File: src/rtl/axi_cache_pkg.sv
// Shared types and constants for the cache AXI front ends.
package axi_cache_pkg;

  typedef enum logic [1:0] {
    FIXED = 2'b00,
    INCR  = 2'b01,
    WRAP  = 2'b10,
    RSVD  = 2'b11
  } burst_t;

  typedef enum logic [1:0] {
    IDLE = 2'b00,
    DATA = 2'b01,
    RESP = 2'b10
  } state_t;

  localparam logic [1:0] RESP_OKAY   = 2'b00;
  localparam logic [1:0] RESP_SLVERR = 2'b10;

  // WRAP bursts are only defined for 2, 4, 8 or 16 beats.
  function automatic logic wrap_len_ok(input logic [7:0] len);
    return (len == 8'd1) || (len == 8'd3) || (len == 8'd7) || (len == 8'd15);
  endfunction

endpackage

File: src/rtl/axi_burst_addr_gen.sv
// Combinational AXI beat-address stepper: current beat address -> next beat address.
module axi_burst_addr_gen
  import axi_cache_pkg::*;
#(
  parameter int unsigned ADDR_WIDTH = 32
) (
  input  logic [ADDR_WIDTH-1:0] cur_addr,
  input  burst_t                burst,
  input  logic [2:0]            size,
  input  logic [7:0]            len,
  output logic [ADDR_WIDTH-1:0] next_addr
);

  logic [ADDR_WIDTH-1:0] beat_bytes;
  logic [ADDR_WIDTH-1:0] aligned;
  logic [ADDR_WIDTH-1:0] incr_addr;
  logic [ADDR_WIDTH-1:0] wrap_bytes;
  logic [ADDR_WIDTH-1:0] wrap_lo;

  // Step to the next size-aligned beat; WRAP folds back to the bottom of its window.
  always_comb begin
    beat_bytes = ADDR_WIDTH'(1) << size;
    aligned    = cur_addr & ~(beat_bytes - ADDR_WIDTH'(1));
    incr_addr  = aligned + beat_bytes;
    wrap_bytes = (ADDR_WIDTH'(len) + ADDR_WIDTH'(1)) << size;
    wrap_lo    = cur_addr & ~(wrap_bytes - ADDR_WIDTH'(1));
    case (burst)
      FIXED:   next_addr = cur_addr;
      INCR:    next_addr = incr_addr;
      WRAP:    next_addr = (incr_addr == wrap_lo + wrap_bytes) ? wrap_lo : incr_addr;
      default: next_addr = cur_addr;
    endcase
  end

endmodule

File: src/rtl/axi_wr_ingress.sv
// AXI4 slave write front end: joins AW and W, splits bursts into per-beat FIFO pushes,
// and returns one B response per burst. Single burst outstanding.
module axi_wr_ingress
  import axi_cache_pkg::*;
#(
  parameter int unsigned ADDR_WIDTH = 32,
  parameter int unsigned DATA_WIDTH = 64,
  parameter int unsigned ID_WIDTH   = 4,
  localparam int unsigned STRB_W    = DATA_WIDTH / 8,
  localparam int unsigned MAX_SIZE  = $clog2(STRB_W)
) (
  input  logic                  clk,
  input  logic                  rst_n,
  input  logic [ADDR_WIDTH-1:0] s_awaddr,
  input  logic [ID_WIDTH-1:0]   s_awid,
  input  logic [1:0]            s_awburst,
  input  logic [2:0]            s_awsize,
  input  logic [7:0]            s_awlen,
  input  logic                  s_awvalid,
  output logic                  s_awready,
  input  logic [DATA_WIDTH-1:0] s_wdata,
  input  logic [STRB_W-1:0]     s_wstrb,
  input  logic                  s_wlast,
  input  logic                  s_wvalid,
  output logic                  s_wready,
  output logic [ID_WIDTH-1:0]   s_bid,
  output logic [1:0]            s_bresp,
  output logic                  s_bvalid,
  input  logic                  s_bready,
  output logic [ADDR_WIDTH-1:0] push_addr,
  output logic [ID_WIDTH-1:0]   push_id,
  output logic [1:0]            push_burst,
  output logic [2:0]            push_size,
  output logic [7:0]            push_len,
  output logic [DATA_WIDTH-1:0] push_data,
  output logic [STRB_W-1:0]     push_strb,
  output logic                  push_valid,
  input  logic                  push_ready
);

  state_t                state_q, state_d;
  logic                  awready_q;
  logic [ID_WIDTH-1:0]   id_q;
  burst_t                burst_q;
  logic [2:0]            size_q;
  logic [7:0]            len_q;
  logic [ADDR_WIDTH-1:0] addr_q;
  logic [7:0]            beat_cnt_q;
  logic                  err_q;
  logic [1:0]            bresp_q;
  logic [ADDR_WIDTH-1:0] next_addr;

  logic aw_hs;
  logic aw_err;
  logic beat_hs;
  logic last_beat;
  logic wlast_bad;

  assign aw_hs     = s_awvalid & awready_q;
  assign aw_err    = (s_awburst == RSVD) || (s_awsize > 3'(MAX_SIZE)) ||
                     ((s_awburst == WRAP) && !wrap_len_ok(s_awlen));
  assign beat_hs   = (state_q == DATA) && s_wvalid && s_wready;
  assign last_beat = (beat_cnt_q == len_q);
  // Burst length comes from awlen; wlast is only checked, never trusted.
  assign wlast_bad = (s_wlast != last_beat);

  axi_burst_addr_gen #(
    .ADDR_WIDTH (ADDR_WIDTH)
  ) u_addr_gen (
    .cur_addr  (addr_q),
    .burst     (burst_q),
    .size      (size_q),
    .len       (len_q),
    .next_addr (next_addr)
  );

  // FSM state register.
  always_ff @(posedge clk or negedge rst_n) begin
    if (!rst_n) begin
      state_q <= IDLE;
    end else begin
      state_q <= state_d;
    end
  end

  // FSM next-state logic.
  always_comb begin
    state_d = state_q;
    case (state_q)
      IDLE:    if (aw_hs) state_d = DATA;
      DATA:    if (beat_hs && last_beat) state_d = RESP;
      RESP:    if (s_bready) state_d = IDLE;
      default: state_d = IDLE;
    endcase
  end

  // FSM outputs; errored bursts are drained without touching the FIFO.
  always_comb begin
    s_wready   = 1'b0;
    push_valid = 1'b0;
    s_bvalid   = 1'b0;
    case (state_q)
      DATA: begin
        if (err_q) begin
          s_wready = 1'b1;
        end else begin
          s_wready   = push_ready;
          push_valid = s_wvalid;
        end
      end
      RESP:    s_bvalid = 1'b1;
      default: ;
    endcase
  end

  // AW ready is registered: high in every cycle that follows a cycle ending in IDLE.
  always_ff @(posedge clk or negedge rst_n) begin
    if (!rst_n) begin
      awready_q <= 1'b0;
    end else begin
      awready_q <= (state_d == IDLE);
    end
  end

  // Burst context: latched on AW, advanced per accepted beat.
  always_ff @(posedge clk or negedge rst_n) begin
    if (!rst_n) begin
      id_q       <= '0;
      burst_q    <= FIXED;
      size_q     <= '0;
      len_q      <= '0;
      addr_q     <= '0;
      beat_cnt_q <= '0;
      err_q      <= 1'b0;
      bresp_q    <= RESP_OKAY;
    end else if (aw_hs) begin
      id_q       <= s_awid;
      burst_q    <= burst_t'(s_awburst);
      size_q     <= s_awsize;
      len_q      <= s_awlen;
      addr_q     <= s_awaddr;
      beat_cnt_q <= '0;
      err_q      <= aw_err;
    end else if (beat_hs) begin
      beat_cnt_q <= beat_cnt_q + 8'd1;
      addr_q     <= next_addr;
      if (wlast_bad) err_q <= 1'b1;
      if (last_beat) bresp_q <= (err_q || wlast_bad) ? RESP_SLVERR : RESP_OKAY;
    end
  end

  assign s_awready  = awready_q;
  assign s_bid      = id_q;
  assign s_bresp    = bresp_q;
  assign push_addr  = addr_q;
  assign push_id    = id_q;
  assign push_burst = burst_q;
  assign push_size  = size_q;
  assign push_len   = len_q;
  assign push_data  = s_wdata;
  assign push_strb  = s_wstrb;

endmodule
File: config.mk
export PLATFORM = sky130hd
export DESIGN_NAME = axi_wr_ingress
export DESIGN_NICKNAME = d
export VERILOG_FILES = /design/src/rtl/axi_cache_pkg.sv /design/src/rtl/axi_burst_addr_gen.sv /design/src/rtl/axi_wr_ingress.sv
export SDC_FILE = /design/constraint.sdc
export NUM_CORES = 1
export LEC_CHECK = 0
export CAP_MARGIN = 20
export CELL_PAD_IN_SITES_DETAIL_PLACEMENT = 1
export CELL_PAD_IN_SITES_GLOBAL_PLACEMENT = 2
export CORE_UTILIZATION = 25
export CTS_CLUSTER_SIZE = 16
export DETAILED_ROUTE_END_ITERATION = 10
export GPL_TIMING_DRIVEN = 0
export PLACE_DENSITY = 0.77
export SYNTH_ARGS = -nofsm -noshare
export SYNTH_HDL_FRONTEND = slang
export SYNTH_SLANG_ARGS = --single-unit
File: constraint.sdc
create_clock -name clk -period 5.8 [get_ports clk]
set_input_delay 0.58 -clock clk [delete_from_list [all_inputs] [get_ports clk]]
set_output_delay 0.58 -clock clk [all_outputs]
set_load 0.005 [all_outputs]
* Word-level counts from Yosys, hierarchy flattened
Cells that the tools add are included.
** Storage, ports and cells
- Flip-flop bits (word level) :: 63
- Input port bits :: 128
- Output and inout bits :: 131
- Word-level logic and storage cells :: 76
** Cells by class
- Add/sub/neg operators :: 6
- Order comparisons :: 1
- Equal/unequal tests :: 13
- Shifts and indexed selects :: 2
- Muxes and demuxes :: 19
- Bitwise logic cells :: 6
- Reductions and logical operators :: 19
** Operators by type and width (number)
- 32-bit two-way mux :: 3
- 32-bit adder :: 2
- 32-bit bitwise AND :: 2
- 32-bit NOT :: 2
- 32-bit case mux with 2 select lines :: 1
- 32-bit by 1-bit subtractor with 32-bit output (second input constant) :: 2
- 32-bit == test :: 1
- 1-bit by 3-bit left shift with 32-bit output (first input constant) :: 1
- 32-bit by 3-bit left shift with 32-bit output :: 1
- 8-bit two-way mux :: 2
- 8-bit by 1-bit adder with 9-bit output (second input constant) :: 1
- 8-bit by 1-bit adder with 8-bit output (second input constant) :: 1
- 2-bit == test (second input constant) :: 4
- 8-bit by 1-bit == test with 1-bit output (second input constant) :: 1
- 8-bit by 2-bit == test with 1-bit output (second input constant) :: 1
- 8-bit by 3-bit == test with 1-bit output (second input constant) :: 1
- 8-bit by 4-bit == test with 1-bit output (second input constant) :: 1
- 8-bit == test :: 1
- 1-bit two-way mux :: 8
- 2-bit two-way mux :: 4
- 1-bit logical OR :: 6
- 2-bit case mux with 3 select lines :: 1
- 2-bit by 1-bit == test with 1-bit output (second input constant) :: 2
- 1-bit logical AND :: 4
- other kinds (10) :: 13

* Logic depth before layout (Yosys ltp)
Gate-level depths: netlist of the first run.
- Depth in word-level cells :: 11
- Depth in mapped cells :: 31
- Gate-level depth less buffers :: 26

* By module
A second synthesis of the first run with hierarchy kept.
** Second synthesis, totals
- Cells, all modules :: 1292
- Area total of the unflattened synthesis :: 8907.3 um2
** Modules (own cells, without submodules)
- axi_burst_addr_gen :: instances 1, cells each 879, area each 5445.2 um2, sequential area each 0.0 um2
- axi_wr_ingress :: instances 1, cells each 413, area each 3462.1 um2, sequential area each 1551.5 um2

* Least setup slack after synthesis of the first run
OpenSTA, ideal clock, no wires.
- Kind :: register to register
- Start :: register len_q[1] (netlist: push_len[1])
- End :: register addr_q[23] (netlist: push_addr[23])
- Setup time :: 0.082 ns
- Arrival time :: 6.173 ns
- Required time :: 5.718 ns
- Slack :: -0.454 ns
- Cell stages (with the launch flop) :: 30
- Path buffers :: 4
- Period minus slack after synthesis :: 6.254 ns
- Path through :: dfrtp_1 -> ha_1 -> buf_2 -> and3_1 -> buf_4 -> xnor2_4 -> a221oi_1 -> o22ai_1 -> nor2_1 -> nand2_1 -> nor3_1 -> xnor2_1 -> and2_1 -> ha_1 -> a21o_1 -> a21o_1 -> a21oi_1 -> a21oi_1 -> a211o_1 -> or3_1 -> o21ai_1 -> nor4_1 -> a32o_1 -> nor3b_2 -> and4_1 -> buf_4 -> and2_4 -> buf_6 -> mux2_1 -> a31oi_1
** On the way
- Word-level cells in the longest chain between the ends :: 11
** Ends and longest elaborated chain
- start: declaration :: line axi_wr_ingress.sv:46 : logic [7:0] len_q;
- start signal: assignment :: line axi_wr_ingress.sv:140 : len_q <= s_awlen;
- 8-bit by 1-bit adder with 9-bit output * :: line axi_burst_addr_gen.sv:25 : wrap_bytes = (ADDR_WIDTH'(len) + ADDR_WIDTH'(1)) << size;
- 32-bit by 3-bit left shift with 32-bit output * :: line axi_burst_addr_gen.sv:25
- 32-bit by 1-bit subtractor with 32-bit output :: line axi_burst_addr_gen.sv:26 : wrap_lo = cur_addr & ~(wrap_bytes - ADDR_WIDTH'(1));
- 32-bit NOT :: line axi_burst_addr_gen.sv:26
- 32-bit bitwise AND :: line axi_burst_addr_gen.sv:26
- 32-bit adder :: line axi_burst_addr_gen.sv:30 : WRAP: next_addr = (incr_addr == wrap_lo + wrap_bytes) ? wrap_lo : incr_addr;
- 32-bit == test :: line axi_burst_addr_gen.sv:30
- 32-bit two-way mux * :: line axi_burst_addr_gen.sv:30
- 32-bit case mux with 2 select lines * :: line axi_burst_addr_gen.sv:27 : case (burst)
- 32-bit two-way mux * :: line axi_wr_ingress.sv:144 : end else if (beat_hs) begin
- 32-bit two-way mux * :: line axi_wr_ingress.sv:136 : end else if (aw_hs) begin
- end signal: assignment :: line axi_wr_ingress.sv:141 : addr_q <= s_awaddr;
- end signal: assignment :: line axi_wr_ingress.sv:146 : addr_q <= next_addr;
- end: declaration :: line axi_wr_ingress.sv:47 : logic [ADDR_WIDTH-1:0] addr_q;
Every way passes the cells marked *; elsewhere a longest branch is shown, timed or not. The select of a mux whose other input is x is not followed.
A chain may end at the register's enable or synchronous reset.

* Final worst setup path of the first run
- Start :: register size_q[2] (netlist: push_size[2])
- End :: register addr_q[8] (netlist: push_addr[8])
** On the way
- Word-level cells in the longest chain between the ends :: 10
- Elaborated cells between the ends (all ways) :: 15
- Those cells by class :: add/sub (4); eq/ne (1); shift (2); mux (4); bitwise (4)
** Ends and longest elaborated chain
- start: declaration :: line axi_wr_ingress.sv:45 : logic [2:0] size_q;
- start signal: assignment :: line axi_wr_ingress.sv:139 : size_q <= s_awsize;
- 32-bit by 3-bit left shift with 32-bit output or 1-bit by 3-bit left shift with 32-bit output (tied branches) :: line axi_burst_addr_gen.sv:25, axi_burst_addr_gen.sv:22
- 32-bit by 1-bit subtractor with 32-bit output, on equally long branches :: line axi_burst_addr_gen.sv:26, axi_burst_addr_gen.sv:23
- 32-bit NOT, on equally long branches :: line axi_burst_addr_gen.sv:26, axi_burst_addr_gen.sv:23
- 32-bit bitwise AND, on equally long branches :: line axi_burst_addr_gen.sv:26, axi_burst_addr_gen.sv:23
- 32-bit adder, on equally long branches :: line axi_burst_addr_gen.sv:30, axi_burst_addr_gen.sv:24
- 32-bit == test :: line axi_burst_addr_gen.sv:30
- 32-bit two-way mux :: line axi_burst_addr_gen.sv:30
- 32-bit case mux with 2 select lines * :: line axi_burst_addr_gen.sv:27
- 32-bit two-way mux * :: line axi_wr_ingress.sv:144
- 32-bit two-way mux * :: line axi_wr_ingress.sv:136
Marked as above.

==> results.cfg, run 1 <==
[run_status]
outcome = finished with violations
violations = setup timing

[logic_synthesis]
synth.net_count = 1321
async_reset_ff_frac = 1.00
yosysUniqueCellTypes = 99
syn_area_per_cell_sq_um = 7.60
synth_cells = 1175
ys_seq_area_frac = 0.174
ys_warn_count = 0
ys.flop_type = dfrtp_1
syn_area_sq_mm = 0.00893
ys_ff_latch = 62
synth-edff-count = 0

[floorplanning]
ios = 259
row_count = 68
coreArea_sq_mm = 0.0349
fp.dieH_microns = 191
die_x_microns = 191
die-area_sq_mm = 0.0365
start_util = 0.256

[cts]
cts_hold_buf = 0
insertion_delay_ps = 360
numCtsBuffers = 9
cts_buffer_depth = 2
cts-htree-levels = 3
cts_root_buffer = clkbuf_16
cts_sinks = 62
clk_pin_slew_worst_paths_ps = 60
cts_tree = built

[setup_path]
critical_path_class = reg2reg
cp_slowest_cell = or4_4
endpoint_kind = register
critPathMaxStageDelay_ps = 520
cp.required_ps = 6000
cp_top_family = simple AND/OR/NAND/NOR gates
crit_fanout = 10
start_kind = register
worstPathArrival_ps = 6340
path_buf_inv = 8

[timing]
finalSetupViolCount = 32
fin_crit_ps = 6140
skew_ps = 11.7
setup-tns-final_ps = -8760
tightestPinTransition_ps = 1130
hold_slack_ps = 220
max_freq_mhz = 163
setup_ws_ps = -336
hold_violations = 0
rsz0062_at_grt = yes
maxSlewViolCount = 0
period_share = 1.06
relSlewSlack = 0.240

[routing]
drt-pass1-iter-count = 5
viasPerCell = 5.62
num_vias = 10649
wirelength_microns = 42300
drtIter0Drc = 698
drc = 0
final_antenna_net_count = 0
avgRoutedWirePerCell_microns = 22.3

[grt]
grt_pass1_wl_microns = 63700
grt_use_total = 0.227
grt_overflow = 0
grt_max_degree = 63
antenna_found_initial = 0
grt_pass1_vias = 10570

[layout]
multiInputGateArea_sq_mm = 0.00710
drive_gt1_frac = 0.251
seq_area_sq_mm = 0.00155
post-route-util = 0.379
final_cells = 1895
syn_to_final_growth_pct = 48.1
antenna_cells = 0
fillers = 4157
fin_nets = 1581

[worst_hold_path]
hold_class = in2async

[placed_design]
place_inst = 1816
portBuffers = 185
dpl.hpwl_microns = 32000
place.gp.congestion = 0.937

[power]
leakage_nw = 5.35
ir_worst_vdd_mv = 0.353
p_per_area_mw_per_mm2 = 692

[run]
cap_viol_max_count = 0
[report_power, final]
part / internal [mW] / switching (mW) / total [mW] / leakage [nW]
clock: 0.378 / 0.239 / 0.617 / 0.152
combinational: 3.27 / 4.38 / 7.65 / 4.45
sequential: 0.619 / 0.273 / 0.892 / 0.747
total: 4.27 / 4.89 / 9.16 / 5.35
[synth_stat cells (all sizes together), types with 7 or more instances]
cell,instances,area share
or3,14,0.0098
a221oi,8,0.0099
mux2,11,0.014
o31ai,7,0.0059
a21o,18,0.015
o211ai,8,0.0067
a2111oi,7,0.0077
dfrtp,62,0.17
and2,32,0.023
o21a,7,0.0059
nor2b,16,0.011
nand4,26,0.019
and3,23,0.016
a31oi,14,0.0098
mux2i,23,0.026
o221ai,7,0.0076
ha,18,0.025
nand2,130,0.055
nor2,78,0.033
a211o,9,0.0088
or2,8,0.0056
inv,23,0.0097
o21ai,63,0.036
a211oi,22,0.023
buf,113,0.091
nor4,18,0.016
nand3b,7,0.0059
nand2b,15,0.011
xor2,29,0.029
nor3,24,0.015
o22ai,21,0.015
nand3,51,0.031
a22oi,18,0.015
xnor2,44,0.046
a21oi,56,0.032
clkbuf,46,0.019
[cell type report]
cell class                 count  share of cell area
multi-input combinational    932               0.537
timing repair buffer         254               0.193
sequential                    62               0.117
buffer                       153              0.0793
tap                          455              0.0430
clock buffer                   9              0.0170
clock inverter                 7             0.00738
inverter                      23             0.00653
[cell families (layout without fill, tap and decap cells)]
family | Yosys count | count (layout) | share of synthesized area
buffers and inverters | 182 | 446 | 0.120
and+or+nand+nor | 474 | 475 | 0.283
muxes | 34 | 34 | 0.0396
other | 1 | 1 | 0.000420
xor gates and xnor gates | 83 | 83 | 0.101
DFF | 62 | 62 | 0.174
AOI/OAI and AO/OA | 321 | 321 | 0.257
adders and majority gates | 18 | 18 | 0.0252
[per-stage QoR]
stage	worst slack (ps)	total power, mW	area [sq um]
after floorplan	12.6	5.08	9080
after global placement	-1640	7.13	11500
after detailed placement	-1660	7.21	11500
after CTS	-228	8.80	12900
after global routing	-531	9.72	13200
final	-336	9.16	13200
[path summary, 6_finish.rpt]
check | start | end | slack [ps] | cells past startpoint
max | push_size[2] | push_addr[8] | -340 | 29
min | rst_n | push_id[2] | 220 | 2
min reg2reg | push_id[0] | push_id[0] | 520 | 2
max reg2reg | push_size[2] | push_addr[8] | -340 | 29
min in group clk | push_id[0] | push_id[0] | 520 | 2
max in group asynchronous | rst_n | push_addr[7] | 5260 | 2
[cells in the final DEF, fill, tap and decap left out, types with 17 or more instances in the layout]
cell               n
xor2_1            27
buf_4            138
o21ai_1           18
o22ai_1           20
o21ai_0           38
clkbuf_1          34
nor2_1            69
buf_6             17
xnor2_1           42
clkdlybuf4s50_1  184
nand2_1          119
mux2i_1           17
and2_1            21
nand4_1           25
nand3_1           44
a21o_1            18
a21oi_1           48
and3_1            23
dfrtp_1           61
inv_1             22
[sequential cells by signal (all words and copies together) (netlist names)]
signal,flops
push_addr,32
beat_cnt_q,8
push_len,8
push_id,4
push_size,3
push_burst,2
state_q,2
err_q,1
s_awready,1
s_bresp,1
[worst register-to-register path: cells and delay by family, from the launching register on]
| family | cells | cell delay [ps] |
|---|---|---|
| buffers and inverters | 8 | 1380 |
| AO/OA/AOI/OAI | 7 | 1030 |
| flip-flops | 1 | 370 |
| AND/OR/NAND/NOR | 10 | 2230 |
| adder cells (fa/ha/maj) | 2 | 560 |
| multiplexers | 2 | 410 |
[what timing repair did]
| item | 4_1_cts | 5_1_grt |
|---|---|---|
| resized for setup | 132 | 51 |
| endpoints found under the setup margin | 32 | 32 |
| pin swaps | 56 | 42 |
| buffers inserted | 56 | 9 |
| cloned | 2 | 2 |
| hold endpoints to repair | 0 | 0 |
[per-layer routing]
| layer | global-route usage | wire (microns) | vias up |
|---|---|---|---|
| met2 | 0.367 | 19900 | 396 |
| met4 | 0.0711 | 850 | 0 |
| met3 | 0.0250 | 2350 | 39 |
| li1 | - | - | 4800 |
| met5 | 0 | 0 | - |
| met1 | 0.314 | 19200 | 5414 |
Power figures use the tool's default switching activity.
==> inputs of run 2 (changes only) <==
--- a/config.mk
+++ b/config.mk
@@ -5,7 +5,7 @@
 export SDC_FILE = /design/constraint.sdc
 export NUM_CORES = 1
 export LEC_CHECK = 0
-export CAP_MARGIN = 20
+export CAP_MARGIN = 40
 export CELL_PAD_IN_SITES_DETAIL_PLACEMENT = 1
 export CELL_PAD_IN_SITES_GLOBAL_PLACEMENT = 2
 export CORE_UTILIZATION = 25
==> run 2 against run 1 <==
Highest routed layer unchanged. Via count is 0.68% lower. Largest cell class unchanged. Cell count is 1.2% higher. Count of clock-buffer cells in the layout stayed put. Critical path depth is 2 lower. The flow still finishes with violations (setup timing). Power is 2.8% higher.
==> results.cfg, run 2 (same netlist as run 1, synthesis figures left out) <==
[run_status]
outcome = finished with violations
violations = setup timing

[placed_design]
dpl.hpwl_microns = 32000
portBuffers = 185
place_area_sq_mm = 0.0115
place_inst = 1816
place.gp.congestion = 0.937
dp_slack_ps = -1640

[timing]
hold_violations = 0
relSlewSlack = 0.324
fin_crit_ps = 6180
setup_ws_ps = -381
finalSetupViolCount = 32
tightestPinTransition_ps = 1010
rsz0062_at_grt = yes
max_freq_mhz = 162
period_share = 1.07
maxSlewViolCount = 0
skew_ps = 16.1
hold_slack_ps = 86.1

[routing]
num_vias = 10577
drtIter0Drc = 673
viasPerCell = 5.51
final_antenna_net_count = 0
drc = 0
avgRoutedWirePerCell_microns = 22.2
wirelength_microns = 42600
drt-pass1-iter-count = 5

[cts]
cts-htree-levels = 3
cts_tree = built
cts_hold_buf = 0
insertion_delay_ps = 370
cts_buffer_depth = 2
clk_pin_slew_worst_paths_ps = 70
cts_sinks = 62
numCtsBuffers = 9
cts_root_buffer = clkbuf_16

[setup_path]
cp_top_family = simple AND/OR/NAND/NOR gates
cp.required_ps = 6000
worstPathArrival_ps = 6380
path_buf_inv = 6
critPathMaxStageDelay_ps = 390
critical_path_class = reg2reg
endpoint_kind = register
r2r_slack_ps = -380
start_kind = register
crit_fanout = 10
cp_slowest_cell = dfrtp_1

[worst_hold_path]
hold_class = in2async

[power]
p_per_area_mw_per_mm2 = 696
leakage_nw = 5.46
power_mw = 9.41
ir_worst_vdd_mv = 0.318

[grt]
grt_max_degree = 48
grt_overflow = 0
grt_pass1_wl_microns = 63600
grt_use_total = 0.229
grt_pass1_vias = 10530
antenna_found_initial = 1

[floorplanning]
row_count = 68
start_util = 0.256
coreArea_sq_mm = 0.0349
die-area_sq_mm = 0.0365
ios = 259
die_x_microns = 191
fp.dieH_microns = 191

[layout]
final_common_cell = clkdlybuf4s50_1
largest_reg_flops = 32
drive_gt1_frac = 0.280
fin_nets = 1603
final_cells = 1918
layout_common_cells = clkdlybuf4s50_1, buf_4, nand2_1
fin_area_sq_mm = 0.0135
syn_to_final_growth_pct = 51.4

[run]
cap_viol_max_count = 0
[run 2: cell count changes in the layout (fill, tap and decap cells not counted), moves of 4 or more]
cell | previous run | this run
buf_4 | 138 | 157
a21oi_2 | 8 | 14
buf_6 | 17 | 23
o21ai_2 | 6 | 10
a21oi_1 | 48 | 41
[run 2: worst paths after layout]
check,to,startpoint,cells past startpoint
max,push_addr[4],push_size[2],27
max in group asynchronous,push_addr[7],rst_n,2
min in group clk,push_id[0],push_id[0],2
min reg2reg,push_id[0],push_id[0],2
max reg2reg,push_addr[4],push_size[2],27
min,push_id[0],rst_n,1
[run 2: report_power, final]
group | total [mW] | internal, mW | switching (mW)
logic | 7.93 | 3.43 | 4.50
registers | 0.887 | 0.622 | 0.266
clock network | 0.588 | 0.338 | 0.250
total | 9.41 | 4.39 | 5.02
[run 2: timing repair]
item / 4_1_cts / 5_1_grt
resized for setup: 137 / 92
cloned: 3 / 0
pin swaps: 64 / 54
buffers inserted: 58 / 33
endpoints found under the setup margin: 32 / 32
[run 2: routing by layer]
layer | vias up | track usage | routed length [microns]
met4 | 0 | 0.0883 | 1410
met5 | - | 0 | 0
met3 | 83 | 0.0349 | 2530
li1 | 4836 | - | -
met2 | 379 | 0.362 | 19600
met1 | 5279 | 0.310 | 19000
[run 2: cell type report]
class | count | area (sq um)
clock inverters | 7 | 81.3
multi-input cells | 933 | 7270
fillers | 4131 | 21400
plain buffers | 152 | 1060
diodes | 1 | 2.50
inverters | 23 | 86.3
flip-flops and latches | 62 | 1560
repair buffers | 276 | 2660
clock buffers | 9 | 225
well taps | 455 | 569
[run 2: through the flow]
step                      setup TNS, ps   util
after floorplan                       0      -
after global placement           -45160  0.330
after detailed placement         -45740  0.330
after CTS                         -6800  0.370
after global routing             -18270  0.388
final                            -10520  0.388
